## src/rtl/adc_pkg.sv

```systemverilog
// ----------------------------------------------------------------------------
// adc_pkg
// Shared constants for the ADC LVDS front end.
//   ADC_LANES       : number of serial data lanes coming off the ADC.
//   ADC_LANE_INVERT : per-lane polarity correction. A 1 means the board swaps
//                     P/N on that lane, so the captured bit must be inverted.
//                     Lanes 2 and 6 are routed straight; all others swapped.
// ----------------------------------------------------------------------------
package adc_pkg;

    localparam int unsigned ADC_LANES = 8;

    localparam logic [ADC_LANES-1:0] ADC_LANE_INVERT = 8'b1011_1011;

endpackage : adc_pkg

```

## src/rtl/ddr_in_bit.sv

```systemverilog
// ----------------------------------------------------------------------------
// ddr_in_bit
// Single-lane DDR input capture cell.
// Samples the lane on both clock edges and presents the pair aligned to the
// rising edge. The falling-edge sample is re-registered on the rising edge so
// both outputs change together and stay stable for a full bit-clock period.
//
// Ports:
//   inclock  in   bit clock (both edges sample, outputs update on rising)
//   reset_n  in   asynchronous active-low reset, clears all state
//   din      in   serial lane bit
//   dout_h   out  sample taken at the most recent rising edge
//   dout_l   out  sample taken at the falling edge just before that rising edge
// ----------------------------------------------------------------------------
module ddr_in_bit #(
    parameter logic INVERT = 1'b0
) (
    input  logic inclock,
    input  logic reset_n,
    input  logic din,
    output logic dout_h,
    output logic dout_l
);

    logic cap_d;     // polarity-corrected lane bit, shared by both edges
    logic pos_q;     // rising-edge capture
    logic neg_q;     // falling-edge capture
    logic neg_sync;  // neg_q moved into the rising-edge domain

    assign cap_d = din ^ INVERT;

    always_ff @(negedge inclock or negedge reset_n) begin
        if (!reset_n) begin
            neg_q <= 1'b0;
        end else begin
            neg_q <= cap_d;
        end
    end

    always_ff @(posedge inclock or negedge reset_n) begin
        if (!reset_n) begin
            pos_q    <= 1'b0;
            neg_sync <= 1'b0;
        end else begin
            pos_q    <= cap_d;
            neg_sync <= neg_q;
        end
    end

    // Outputs come straight from flops: no combinational path from din.
    assign dout_h = pos_q;
    assign dout_l = neg_sync;

endmodule : ddr_in_bit

```

## src/rtl/ddr_input_capture.sv

```systemverilog
// ----------------------------------------------------------------------------
// ddr_input_capture
// Double-data-rate input capture register for the ADC LVDS lanes.
// Each lane is sampled on both edges of inclock; the rising-edge sample is
// presented on dataout_h and the preceding falling-edge sample on dataout_l,
// both updating on the rising edge only. The l bit of a pair is therefore
// half a cycle older than its h bit.
//
// Parameters:
//   WIDTH        number of lanes
//   INVERT_MASK  per-lane polarity correction (bit i = 1 inverts lane i)
//
// Ports:
//   inclock    in   bit clock
//   reset_n    in   asynchronous active-low reset
//   datain     in   DDR serial data, one bit per lane
//   dataout_h  out  rising-edge samples
//   dataout_l  out  falling-edge samples preceding that rising edge
// ----------------------------------------------------------------------------
module ddr_input_capture
    import adc_pkg::*;
#(
    parameter int unsigned           WIDTH       = ADC_LANES,
    parameter logic [WIDTH-1:0]      INVERT_MASK = '0
) (
    input  logic             inclock,
    input  logic             reset_n,
    input  logic [WIDTH-1:0] datain,
    output logic [WIDTH-1:0] dataout_h,
    output logic [WIDTH-1:0] dataout_l
);

    // Lanes are independent: one capture cell each, with its own polarity bit.
    for (genvar i = 0; i < WIDTH; i++) begin : g_lane
        ddr_in_bit #(
            .INVERT (INVERT_MASK[i])
        ) u_bit (
            .inclock (inclock),
            .reset_n (reset_n),
            .din     (datain[i]),
            .dout_h  (dataout_h[i]),
            .dout_l  (dataout_l[i])
        );
    end

endmodule : ddr_input_capture

```

## config.mk

```make
export PLATFORM = sky130hd
export DESIGN_NAME = ddr_input_capture
export DESIGN_NICKNAME = d
export VERILOG_FILES = /design/src/rtl/adc_pkg.sv /design/src/rtl/ddr_in_bit.sv /design/src/rtl/ddr_input_capture.sv
export SDC_FILE = /design/constraint.sdc
export NUM_CORES = 1
export LEC_CHECK = 0
export CAP_MARGIN = 10
export CELL_PAD_IN_SITES_DETAIL_PLACEMENT = 0
export CELL_PAD_IN_SITES_GLOBAL_PLACEMENT = 1
export CORE_MARGIN = 1.5
export CORE_UTILIZATION = 36
export DETAILED_ROUTE_END_ITERATION = 12
export PLACE_DENSITY = 0.85
export SLEW_MARGIN = 10
export SYNTH_ARGS = -nofsm -noshare
export SYNTH_HDL_FRONTEND = slang
export SYNTH_SLANG_ARGS = --single-unit
```

## constraint.sdc

```tcl
create_clock -name inclock -period 1.8 [get_ports inclock]
set_clock_uncertainty 0.1 [all_clocks]
set_input_delay 0.27 -clock inclock [delete_from_list [all_inputs] [get_ports inclock]]
set_output_delay 0.27 -clock inclock [all_outputs]
set_load 0.02 [all_outputs]
```

==> impl_metrics.py <==
metrics = {
    "setup_path": {
        "path_cells": "clkdlybuf4s50_1",
        "cp_slowest_cell": "clkdlybuf4s50_1",
        "r2r_slack_ps": 350,
        "rr_endpoint": "g_lane[1].u_bit.dout_l$_DFF_PN0_",
        "crit_path_start_kind": "register",
        "r2r-start": "g_lane[1].u_bit.neg_q$_DFF_NN0_",
        "rr_worst_depth": 0,
        "end_kind": "output pin",
        "crit_fanout": 1,
        "critPathKind": "reg2out",
        "crit_buf_inv": 1,
        "critPathArrivalTime_ps": 1250,
        "required_ps": 1430,
        "crit_family": "buffers and inverters",
        "worst_path_largest_cell_delay_ps": 600,
    },
    "drt": {
        "initialDrtViolationCount": 0,
        "drt-pass1-iter-count": 1,
        "post_drt_wl_per_cell_um": 10.0,
        "drc": 0,
        "vias_per_cell": 3.66,
        "vias": 315,
        "wl_um": 862,
        "antenna_left": 0,
    },
    "grt": {
        "antenna_found_initial": 0,
        "grt_pass1_vias": 307,
        "met3_usage": 0.0453,
        "grt_first_pass_wirelength_um": 1210,
        "use_met1": 0.0852,
        "gr-max-usage-layer": "met2",
        "grt_max_degree": 18,
        "track_usage": 0.0831,
        "grt.met2_usage": 0.125,
        "grt.overflow.total": 0,
    },
    "floorplan": {
        "core_sq_um": 1920,
        "die_y_um": 47.7,
        "ioPinCount": 26,
        "rows": 16,
        "die_w_um": 47.7,
        "die-area_sq_um": 2280,
        "initial_core_util": 0.375,
    },
    "outcome": {
        "status": "completed",
    },
    "min_path": {
        "min_path_type": "in2async",
    },
    "timing": {
        "hold-worst-slack_ps": 192,
        "setup_violations": 0,
        "fmax_ghz": 0.619,
        "finalWorstSetupSlack_ps": 183,
        "fin_crit_ps": 1620,
        "rsz0062_at_grt": "no",
        "max-slew-margin-rel": 0.851,
        "fin_crit_sh": 0.898,
        "finalMaxSlewViolations": 0,
        "tightest_slew_ps": 222,
        "hold_violations": 0,
    },
    "cts": {
        "cts-buffers-inserted": 3,
        "cts_tree": "yes",
        "postCtsHoldBufs": 0,
        "clock_path_buffers": 2,
        "ctsRootBufferMaster": "clkbuf_4",
        "clk_pin_slew_ps": 120,
        "cts_num_sinks": 24,
        "cts_resized": 0,
        "h-tree-depth": 1,
        "worstSkewPairLatency_ps": 290,
        "postCtsSetupRepairBufs": 0,
    },
    "synthesis": {
        "synth_seq_cells": 24,
        "synth_cell_types": 3,
        "netlist_area_sq_um": 721,
        "syn_nets": 50,
        "synth-seq-area-share": 0.833,
        "syn_area_per_cell_sq_um": 18.0,
        "synth_warnings": 0,
        "syn_inst": 40,
    },
    "finish": {
        "fillers": 173,
        "multi_input_area_sq_um": 0,
        "fin_nets": 70,
        "multi_input_cells": 0,
        "final_layout_size_suffix_gt1_frac": 0.169,
        "antenna_cells": 0,
        "syn_to_final_growth_pct": 35.8,
    },
    "placed_design": {
        "pre_cts_ws_ps": -75.6,
        "dp_hpwl_um": 639,
        "gp_congestion": 0.645,
        "io_buffers": 25,
    },
    "power": {
        "irDropWorstVdd_v": 0.000577,
        "p_leak_nw": 0.432,
        "p_per_area_nw_per_um2": 964,
    },
    "run": {
        "maxCapViolations": 0,
    },
}
-- metal layers --
layer,vias to the layer above,routed length (um)
met5,-,0
met2,15,455
li1,142,-
met1,158,318
met4,0,0
met3,0,87
-- synth_stat cells --
cell	instances	area (sq um)
dfrtp_1	16	400
buf_4	16	120
dfrtn_1	8	200
-- how the worst max path moves through the flow --
stage | from | end | cells after the start
final | g_lane[2].u_bit.dout_l$_DFF_PN0_ | dataout_l[2] | 1
after global routing | g_lane[6].u_bit.dout_h$_DFF_PN0_ | dataout_h[6] | 1
after CTS | g_lane[2].u_bit.dout_l$_DFF_PN0_ | dataout_l[2] | 1
after detailed placement | datain[6] | g_lane[6].u_bit.neg_q$_DFF_NN0_ | 1
after global placement | datain[5] | g_lane[5].u_bit.neg_q$_DFF_NN0_ | 1
after floorplan | g_lane[0].u_bit.neg_q$_DFF_NN0_ | g_lane[0].u_bit.dout_l$_DFF_PN0_ | 0
-- flip-flops by register name, indices dropped and copies added, names as in the netlist --
register / cells
g_lane.u_bit.dout_h: 8
g_lane.u_bit.dout_l: 8
g_lane.u_bit.neg_q: 8
-- cells by family after synthesis --
logic type             after synthesis  synth area share
flip-flops                          24             0.833
buffers and inverters               16             0.167
-- cells in the final DEF, fill, tap and decap left out, drive strengths merged --
cell,n
buf,6
dfrtp,16
clkbuf,4
dfrtn,8
clkdlybuf4s50,25
-- power breakdown --
group | switching (mW) | internal (mW) | leakage (nW) | total, mW
registers | 0.00675 | 0.567 | 0.280 | 0.574
logic | 0.0465 | 0.0587 | 0.131 | 0.105
clock network | 0.141 | 0.123 | 0.0210 | 0.264
-- metrics by stage --
step	utilization	TNS, ps	total power [mW]	instances	instance area (sq um)
final	0.509	0	0.943	86	978
after floorplan	-	0	0.635	40	721
after global routing	0.509	0	0.991	86	978
after detailed placement	0.490	-527	0.692	82	942
after global placement	0.490	-420	0.689	82	942
after CTS	0.509	0	0.960	86	978
-- final cells by class --
cell class / count / area (sq um) / share of cell area
flip-flops and latches: 24 / 601 / 0.614
repair buffers: 31 / 308 / 0.315
clock buffers: 4 / 36.3 / 0.0371
well taps: 27 / 33.8 / 0.0345
No activity file was read; power rests on OpenSTA's default activity.
